**config.mk**
```make
export PLATFORM = sky130hd
export DESIGN_NAME = uart_tx_arb_flat
export DESIGN_NICKNAME = d
export VERILOG_FILES = /design/src/rtl/uart_tx_arb_pkg.sv /design/src/rtl/uart_tx_arb_if.sv /design/src/rtl/uart_tx_arb_fifo.sv /design/src/rtl/uart_tx_arb.sv /design/src/flat_wrapper.sv
export SDC_FILE = /design/constraint.sdc
export NUM_CORES = 1
export LEC_CHECK = 0
export CELL_PAD_IN_SITES_DETAIL_PLACEMENT = 0
export CELL_PAD_IN_SITES_GLOBAL_PLACEMENT = 1
export CORE_ASPECT_RATIO = 0.5
export CORE_MARGIN = 2
export CORE_UTILIZATION = 40
export DETAILED_ROUTE_END_ITERATION = 16
export GPL_ROUTABILITY_DRIVEN = 1
export HOLD_SLACK_MARGIN = 0.15
export PLACE_DENSITY_LB_ADDON = 0.1
export SLEW_MARGIN = 20
export SYNTH_ARGS = -nofsm -noshare
export SYNTH_HDL_FRONTEND = slang
export SYNTH_SLANG_ARGS = --single-unit
```
**constraint.sdc**
```tcl
create_clock -name LPC_CLK -period 2 [get_ports LPC_CLK]
set_clock_uncertainty 0.1 [all_clocks]
set_input_delay 0.4 -clock LPC_CLK [delete_from_list [all_inputs] [get_ports LPC_CLK]]
set_output_delay 0.4 -clock LPC_CLK [all_outputs]
set_load 0.1 [all_outputs]
```
**src/rtl/uart_tx_arb_pkg.sv**
```systemverilog
// Shared types for the UART transmit arbiter: FSM states, source ids and byte width.
package uart_pkg;
    localparam int BYTE_W = 8;

    typedef enum logic [1:0] {
        IDLE,
        ISSUE,
        WAIT_BUSY,
        WAIT_IDLE
    } state_t;

    typedef enum logic {
        SRC_A,
        SRC_B
    } src_t;
endpackage

```
**src/rtl/uart_tx_arb_if.sv**
```systemverilog
// Byte-source, transmitter handshake and status signals of the UART transmit arbiter.
interface uart_tx_arb_if;
    import uart_pkg::*;

    logic [BYTE_W-1:0] a_data;
    logic              a_valid;
    logic [BYTE_W-1:0] b_data;
    logic              b_valid;
    logic              echo_en;
    logic [BYTE_W-1:0] tx_data;
    logic              tx_valid;
    logic              tx_busy;
    logic              a_full;
    logic              a_ovf;
    logic              b_ovf;
    logic              ovf_clr;
    logic              idle;

    modport master (
        output a_data, a_valid, b_data, b_valid, echo_en, tx_busy, ovf_clr,
        input  tx_data, tx_valid, a_full, a_ovf, b_ovf, idle
    );

    modport slave (
        input  a_data, a_valid, b_data, b_valid, echo_en, tx_busy, ovf_clr,
        output tx_data, tx_valid, a_full, a_ovf, b_ovf, idle
    );
endinterface

```
**src/rtl/uart_tx_arb_fifo.sv**
```systemverilog
// Small byte FIFO with extra-MSB pointers; pushes on full and pops on empty are ignored.
module byte_fifo
    import uart_pkg::*;
#(
    parameter int DEPTH = 4
) (
    input  logic              clk,
    input  logic              rst_n,
    input  logic              push,
    input  logic [BYTE_W-1:0] din,
    input  logic              pop,
    output logic [BYTE_W-1:0] dout,
    output logic              full,
    output logic              empty
);
    localparam int AW = $clog2(DEPTH);

    logic [AW:0]       wr_ptr;
    logic [AW:0]       rd_ptr;
    logic [BYTE_W-1:0] mem [DEPTH];
    logic              do_push;
    logic              do_pop;

    assign full    = (wr_ptr[AW] != rd_ptr[AW]) && (wr_ptr[AW-1:0] == rd_ptr[AW-1:0]);
    assign empty   = (wr_ptr == rd_ptr);
    assign do_push = push && !full;
    assign do_pop  = pop && !empty;
    assign dout    = mem[rd_ptr[AW-1:0]];

    always_ff @(posedge clk) begin
        if (!rst_n) begin
            wr_ptr <= '0;
            rd_ptr <= '0;
        end else begin
            if (do_push) wr_ptr <= wr_ptr + (AW+1)'(1);
            if (do_pop)  rd_ptr <= rd_ptr + (AW+1)'(1);
        end
    end

    // Storage carries no reset; only the pointers define which entries are live.
    always_ff @(posedge clk) begin
        if (do_push) mem[wr_ptr[AW-1:0]] <= din;
    end
endmodule

```
**src/rtl/uart_tx_arb.sv**
```systemverilog
// Round-robin arbiter sharing one UART transmitter between host writes (A) and RX echo (B).
module uart_tx_arb
    import uart_pkg::*;
#(
    parameter int DEPTH        = 4,
    parameter int BUSY_TIMEOUT = 4
) (
    input  logic          LPC_CLK,
    input  logic          LPC_RST,
    uart_tx_arb_if.slave  bus
);
    localparam int CW = $clog2(BUSY_TIMEOUT + 1);

    state_t            state;
    state_t            state_nxt;
    src_t              last;
    src_t              grant;
    src_t              grant_sel;
    logic [CW-1:0]     to_cnt;
    logic [CW-1:0]     to_cnt_inc;
    logic [BYTE_W-1:0] tx_data_q;
    logic              a_ovf_q;
    logic              b_ovf_q;

    logic              a_push, b_push;
    logic              a_pop, b_pop;
    logic [BYTE_W-1:0] a_dout, b_dout;
    logic              a_full, b_full;
    logic              a_empty, b_empty;

    assign a_push = bus.a_valid;
    assign b_push = bus.b_valid && bus.echo_en;
    assign a_pop  = (state == ISSUE) && (grant == SRC_A);
    assign b_pop  = (state == ISSUE) && (grant == SRC_B);

    byte_fifo #(.DEPTH(DEPTH)) u_fifo_a (
        .clk   (LPC_CLK),
        .rst_n (LPC_RST),
        .push  (a_push),
        .din   (bus.a_data),
        .pop   (a_pop),
        .dout  (a_dout),
        .full  (a_full),
        .empty (a_empty)
    );

    byte_fifo #(.DEPTH(DEPTH)) u_fifo_b (
        .clk   (LPC_CLK),
        .rst_n (LPC_RST),
        .push  (b_push),
        .din   (bus.b_data),
        .pop   (b_pop),
        .dout  (b_dout),
        .full  (b_full),
        .empty (b_empty)
    );

    assign to_cnt_inc = to_cnt + CW'(1);

    // On a tie the source that did not win last time is served.
    always_comb begin
        grant_sel = SRC_A;
        if (!a_empty && !b_empty) begin
            grant_sel = (last == SRC_B) ? SRC_A : SRC_B;
        end else if (a_empty) begin
            grant_sel = SRC_B;
        end
    end

    always_comb begin
        state_nxt = state;
        case (state)
            IDLE: begin
                if ((!a_empty || !b_empty) && !bus.tx_busy) state_nxt = ISSUE;
            end
            ISSUE: begin
                state_nxt = WAIT_BUSY;
            end
            WAIT_BUSY: begin
                // Leave on the edge where the count would reach BUSY_TIMEOUT, covering a lost busy.
                if (bus.tx_busy || (to_cnt_inc == CW'(BUSY_TIMEOUT))) state_nxt = WAIT_IDLE;
            end
            WAIT_IDLE: begin
                if (!bus.tx_busy) state_nxt = IDLE;
            end
            default: begin
                state_nxt = IDLE;
            end
        endcase
    end

    always_ff @(posedge LPC_CLK) begin
        if (!LPC_RST) begin
            state     <= IDLE;
            last      <= SRC_B;
            grant     <= SRC_A;
            to_cnt    <= '0;
            tx_data_q <= '0;
        end else begin
            state <= state_nxt;
            if ((state == IDLE) && (state_nxt == ISSUE)) begin
                grant     <= grant_sel;
                last      <= grant_sel;
                tx_data_q <= (grant_sel == SRC_A) ? a_dout : b_dout;
            end
            if (state != WAIT_BUSY) begin
                to_cnt <= '0;
            end else begin
                to_cnt <= to_cnt_inc;
            end
        end
    end

    // A dropped push in the same cycle as a clear leaves the flag set.
    always_ff @(posedge LPC_CLK) begin
        if (!LPC_RST) begin
            a_ovf_q <= 1'b0;
            b_ovf_q <= 1'b0;
        end else begin
            if (a_push && a_full)  a_ovf_q <= 1'b1;
            else if (bus.ovf_clr)  a_ovf_q <= 1'b0;
            if (b_push && b_full)  b_ovf_q <= 1'b1;
            else if (bus.ovf_clr)  b_ovf_q <= 1'b0;
        end
    end

    assign bus.tx_data  = tx_data_q;
    assign bus.tx_valid = (state == ISSUE);
    assign bus.a_full   = a_full;
    assign bus.a_ovf    = a_ovf_q;
    assign bus.b_ovf    = b_ovf_q;
    assign bus.idle     = a_empty && b_empty && (state == IDLE);
endmodule

```
**src/flat_wrapper.sv**
```systemverilog
// flat-port wrapper written by rule: the top's interface ports become plain ports
module uart_tx_arb_flat import uart_pkg::*;
#(
    parameter int DEPTH        = 4,
    parameter int BUSY_TIMEOUT = 4
)
  (LPC_CLK, LPC_RST, bus_a_data, bus_a_valid, bus_b_data, bus_b_valid, bus_echo_en, bus_tx_busy, bus_ovf_clr, bus_tx_data, bus_tx_valid, bus_a_full, bus_a_ovf, bus_b_ovf, bus_idle);
  uart_tx_arb_if bus_i ();
  input  logic LPC_CLK;
  input  logic LPC_RST;
  input wire logic [$bits(bus_i.a_data)-1:0] bus_a_data;
  input wire logic [$bits(bus_i.a_valid)-1:0] bus_a_valid;
  input wire logic [$bits(bus_i.b_data)-1:0] bus_b_data;
  input wire logic [$bits(bus_i.b_valid)-1:0] bus_b_valid;
  input wire logic [$bits(bus_i.echo_en)-1:0] bus_echo_en;
  input wire logic [$bits(bus_i.tx_busy)-1:0] bus_tx_busy;
  input wire logic [$bits(bus_i.ovf_clr)-1:0] bus_ovf_clr;
  output wire logic [$bits(bus_i.tx_data)-1:0] bus_tx_data;
  output wire logic [$bits(bus_i.tx_valid)-1:0] bus_tx_valid;
  output wire logic [$bits(bus_i.a_full)-1:0] bus_a_full;
  output wire logic [$bits(bus_i.a_ovf)-1:0] bus_a_ovf;
  output wire logic [$bits(bus_i.b_ovf)-1:0] bus_b_ovf;
  output wire logic [$bits(bus_i.idle)-1:0] bus_idle;
  assign bus_i.a_data = bus_a_data;
  assign bus_i.a_valid = bus_a_valid;
  assign bus_i.b_data = bus_b_data;
  assign bus_i.b_valid = bus_b_valid;
  assign bus_i.echo_en = bus_echo_en;
  assign bus_i.tx_busy = bus_tx_busy;
  assign bus_i.ovf_clr = bus_ovf_clr;
  assign bus_tx_data = bus_i.tx_data;
  assign bus_tx_valid = bus_i.tx_valid;
  assign bus_a_full = bus_i.a_full;
  assign bus_a_ovf = bus_i.a_ovf;
  assign bus_b_ovf = bus_i.b_ovf;
  assign bus_idle = bus_i.idle;
  uart_tx_arb #(.DEPTH(DEPTH), .BUSY_TIMEOUT(BUSY_TIMEOUT)) u_core (.LPC_CLK(LPC_CLK), .LPC_RST(LPC_RST), .bus(bus_i));
endmodule
```
Word level (Yosys, flattened, before mapping)
Memory sizes are Yosys's and may differ from the RTL's. A register that Yosys moved wholly into a read port is not among the register bits.
Index checks and enable logic that the tools add are counted.

word-level totals
  register bits = 29
  latch bits = 0
  bits in writable memories = 64
  memory bits (read-only) = 0
  input bits = 23
  logic and storage cells = 78
  memories = 2

memories
  memory               depth  bits a word  read ports  clocked after Yosys merged registers in  write ports  RTL line                RTL
  u_core.u_fifo_a.mem  4      8            1           1                                        1            uart_tx_arb_fifo.sv:20  logic [BYTE_W-1:0] mem [DEPTH];
  u_core.u_fifo_b.mem  4      8            1           1                                        1            uart_tx_arb_fifo.sv:20

cells by class
  $add $sub $neg = 5
  $mul = 0
  divide/modulo/power cells = 0
  magnitude comparators = 0
  eq/ne operators = 12
  shift operators = 0
  multiplexer cells = 19
  bitwise logic cells = 2
  reductions and logical operators = 27

operators by type and width
  cell                 number
  $logic_and 1x1->1    16
  $add 3x1->3 const B  5
  $mux 2               7
  $mux 1               10
  $mux 8               1
  $pmux 2 s4           1
  $eq 3x3->1           2
  $logic_not 1->1      5
  $eq 2x1->1 const B   2
  $eq 2x2->1           2
  $eq 2x2->1 const B   2
  $reduce_bool 2->1    2
  $eq 3x3->1 const B   1
  $logic_not 2->1      1
  $logic_or 1x1->1     2
  $ne 1x1->1           2
  $ne 2x2->1 const B   1
  $not 1->1            2
  $reduce_or 2->1      1

Longest topological paths before layout
  depth in word-level cells = 8
  mapped depth = 6
  mapped depth without buffers = 5

Cells and area by module
A second synthesis with hierarchy kept.

unflattened totals
  cells, all modules = 309
  area, all modules = 4215.3 um2

by module, submodules not included
  module       times used  cells an instance  area each (um2)
  byte_fifo    2           110                1724.2
  uart_tx_arb  1           89                 767.0

Least setup slack after synthesis
No wires, ideal clock.

  kind = register -> output
  start = register u_core.u_fifo_b.wr_ptr[2]
  end = output bus_idle
  data arrival time = 2.997 ns
  data required time = 1.500 ns
  setup slack = -1.497 ns
  cell stages (with the launch flop) = 5
  cells stage by stage = dfxtp_1 -> xor2_1 -> nor3_1 -> nand2_1 -> nor3_1

between the ends
  word-level cells in the longest chain between the ends = 3

RTL lines
  item                            RTL line                RTL
  start, declared                 uart_tx_arb_fifo.sv:18  logic [AW:0] wr_ptr;
  start signal, assigned          uart_tx_arb_fifo.sv:35  if (do_push) wr_ptr <= wr_ptr + (AW+1)'(1);
  $eq 3x3->1                      uart_tx_arb_fifo.sv:25  assign empty = (wr_ptr == rd_ptr);
  $logic_and 1x1->1 (2 in a row)  uart_tx_arb.sv:132      assign bus.idle = a_empty && b_empty && (state == IDLE);
  end, declared                   flat_wrapper.sv:23      output wire logic [$bits(bus_i.idle)-1:0] bus_idle;

Every way passes these cells.

Final worst setup path
  start = register u_core.u_fifo_b.rd_ptr[0]
  end = output bus_idle

between the ends
  word-level cells in the longest chain between the ends = 3

RTL lines
  item                            RTL line                RTL
  start, declared                 uart_tx_arb_fifo.sv:19  logic [AW:0] rd_ptr;
  start signal, assigned          uart_tx_arb_fifo.sv:36  if (do_pop) rd_ptr <= rd_ptr + (AW+1)'(1);
  $eq 3x3->1                      uart_tx_arb_fifo.sv:25
  $logic_and 1x1->1 (2 in a row)  uart_tx_arb.sv:132

Every way passes these cells.

==> impl_metrics.ini <==
[logic_synthesis]
synthMuxAreaShare_pct = 11.8
synth_area_um2 = 3920
netlist_instances = 251
ys_seq_area_share_pct = 65.9
syn_nets = 286
synth_xor_area_share_pct = 4.25
synth_fa_ha_area_share_pct = 3.83
synth_top_family_by_area = multiplexers
syn_area_per_cell_um2 = 15.6
ys_warn_count = 0
ys_ff_latch = 97
synth-compound-area-share_pct = 5.11
synth_cell_types = 33
yosys.area_share.simple_pct = 7.06

[finish]
design_area_um2 = 5230
drive_above_1_share_pct = 29.6
num-nets-final = 348
fillCellCount = 762
n_antenna_cell = 0
area_growth_pct = 33.4

[sta]
post-route-period-util_pct = 103
setup_tns_ns = -0.0678
max_freq_mhz = 484
fin_crit_ns = 2.07
setup_slack_ns = -0.0678
slew_headroom_pct = 70.3
rsz0062_at_grt = yes
setup-violations-final = 1
maxSlewViolCount = 0
tightest_slew_ns = 0.445
hold_violations = 0

[power]
p_int_mw = 3.53
comb_power_share_pct = 19.3
ir_drop_v = 0.000480
power_leakage_nw = 1.88
power_switching_mw = 1.31
clkPwrFrac_pct = 33.0
power_density_nw_per_um2 = 926
p_sw_share_pct = 27.1
power_frac_seq_pct = 47.8

[worst_setup_path]
critPathRequiredTime_ns = 1.50
cp_num_buf_inv = 1
critical_path.most_common_cell = nor3_4
crit_type = flop to output port
cp_max_fo = 4
critPathSlowestCell = dfxtp_2
critPathCaptureType = output port
max_stage_delay_ns = 0.36
start_kind = flop
crit_arrival_ns = 1.57
crit_chain = xor2_2 > nor3_4 > nand2_2 > nor3_4 > buf_12
crit_family = simple AND/OR/NAND/NOR gates

[die]
rows = 25
start_util_pct = 41.3
die_area_um2 = 10600
io_pins = 36
die_w_um = 144
core_area_um2 = 9480
die_y_um = 74.0

[flow_run]
maxCapViolations = 0

[routing]
via_per_inst = 4.75
drt_iter0_markers = 134
antenna_left = 0
vias = 2152
routed_wl_um = 7050
drc = 0
wl_per_cell_um = 15.6
drt_pre_antenna_iters = 4

[global_routing]
grt_use_met2_pct = 22.2
grt_pass1_wl_um = 11300
grt_max_degree = 30
antenna_found_initial = 0
grt_pass1_vias = 2174
met1_usage_pct = 20.1
globalRoute.totalOverflow = 0
busiest_layer = met2
grtUsageMet3_pct = 5.15
grt_usage_pct = 14.6

[placed_design]
place_area_um2 = 4820
port_buffers = 35
place_hpwl_um = 4930
routabilityCongestion = 0.744

[cts]
cts_root_buffer = clkbuf_16
cts_tree = built
cts.sinks = 97
ctsHoldBuffers = 0
cts_max_level = 3
clk_latency_ns = 0.34
numCtsBuffers = 9
clock_path_buffers = 2
cts.clk_slew.worst_paths_ns = 0.06

[hold_path]
min-delay-path-class = flop to flop

[status]
status = finished with violations
violations = negative setup slack
-- power by group through the flow --
stage / sequential, mW / combinational (mW) / clock [mW]
after floorplan: 2.53 / 0.377 / 0
after global placement: 2.35 / 0.902 / 0
after detailed placement: 2.36 / 0.910 / 0
after CTS: 2.31 / 0.922 / 1.65
after global routing: 2.32 / 0.987 / 1.73
final: 2.31 / 0.932 / 1.60
-- cells by family (layout without fill, tap and decap cells) --
group | Yosys count | in the layout
adders and majority gates | 12 | 12
muxes | 26 | 26
xor gates and xnor gates | 19 | 19
AOI/OAI and AO/OA | 31 | 31
DFF | 97 | 97
and+or+nand+nor | 47 | 47
buffers and inverters | 19 | 86
-- Yosys cell counts (all sizes together) --
library cell,n,share of area [%]
a2111oi,1,0.70
a21boi,1,0.19
a21oi,11,1.4
a31oi,4,0.64
and2,14,2.2
and3,1,0.16
buf,8,1.0
clkbuf,2,0.19
dfxtp,33,17
edfxtp,64,49
ha,12,3.8
inv,9,0.86
mux2i,10,2.6
mux4,16,9.2
nand2,4,0.38
nand2b,1,0.16
nand3b,1,0.19
nor2,7,0.67
nor2b,12,1.9
nor3,3,0.51
nor3b,2,0.51
nor4,1,0.16
o21a,2,0.38
o21ai,10,1.3
o311a,2,0.51
or2,1,0.16
xnor2,9,2.0
xor2,10,2.2
-- flip-flops by register name, summed over array words and instances (netlist names), named ones only --
signal                  flops
u_core.bus.a_ovf            1
u_core.bus.b_ovf            1
u_core.bus.tx_data          8
u_core.grant                1
u_core.last                 1
u_core.state                2
u_core.to_cnt               3
u_core.u_fifo_a.mem        32
u_core.u_fifo_a.rd_ptr      3
u_core.u_fifo_a.wr_ptr      3
u_core.u_fifo_b.mem        32
u_core.u_fifo_b.rd_ptr      3
u_core.u_fifo_b.wr_ptr      3
-- per-layer routing --
| layer | vias up | part of all wire, % |
|---|---|---|
| met1 | 1051 | 49 |
| met4 | 0 | 1.1 |
| li1 | 1052 | - |
| met5 | - | 0 |
| met2 | 41 | 46 |
| met3 | 8 | 4.1 |
-- cell usage in the layout, fill, tap and decap left out, types with 3 or more instances in the layout --
master and instances:
buf_12 21, edfxtp_1 64, buf_4 17, dfxtp_1 24, xnor2_1 9, mux2i_1 10, mux4_2 16, a21oi_1 11
dfxtp_2 7, clkdlybuf4s50_1 22, ha_1 12, xor2_1 4, o21ai_1 9, nor2b_1 11, clkbuf_16 9, inv_1 9
xor2_2 4, nand2_1 3, and2_1 14, nor2_1 7, nor3_4 3, a31oi_1 4
-- through the flow --
stage | cells | hold WS, ns | utilization (%) | setup WS [ns] | power [mW]
after floorplan | 251 | 0.299 | - | -0.207 | 2.91
after global placement | 432 | 0.309 | 50.9 | -0.0183 | 3.25
after detailed placement | 432 | 0.322 | 50.9 | -0.0268 | 3.27
after CTS | 451 | 0.331 | 54.5 | -0.138 | 4.88
after global routing | 453 | 0.352 | 55.1 | -0.195 | 5.04
final | 453 | 0.325 | 55.1 | -0.0678 | 4.84
-- path summary, 6_finish.rpt --
check                           cells past startpoint  slack, ns                                    from                                  to
worst max register to register                      7       0.07  u_core.u_fifo_b.wr_ptr[0]$_SDFFE_PN0P_  u_core.bus.tx_data[2]$_SDFFE_PN0P_
worst max-delay path                                5      -0.07  u_core.u_fifo_b.rd_ptr[0]$_SDFFE_PN0P_                            bus_idle
worst min-delay path                                1       0.32             u_core.to_cnt[0]$_SDFF_PP0_         u_core.to_cnt[0]$_SDFF_PP0_
worst min register to register                      1       0.32             u_core.to_cnt[0]$_SDFF_PP0_         u_core.to_cnt[0]$_SDFF_PP0_
-- area by class of cell --
class                           count  area [um2]  share of cell area [%]
Inverter                            9        33.8                   0.646
Tap cell                          135         169                    3.23
Multi-Input combinational cell    135        1360                    26.1
Clock inverter                      5        38.8                   0.742
Sequential cell                    97        2600                    49.7
Clock buffer                       11         243                    4.64
Timing Repair Buffer               61         779                    14.9
-- worst reg2reg max path, stage by stage (launching register included) --
cell,delay [ns]
dfxtp_2,0.41
xor2_2,0.26
nor3_4,0.08
buf_4,0.15
a2111oi_4,0.40
buf_6,0.23
buf_4,0.14
a21oi_1,0.05
-- repair_timing --
item	CTS	global route
buffers inserted	4	2
pin swaps	5	1
gates resized for setup	11	10
setup endpoints to repair	3	11
No activity file was read; power rests on OpenSTA's default activity.
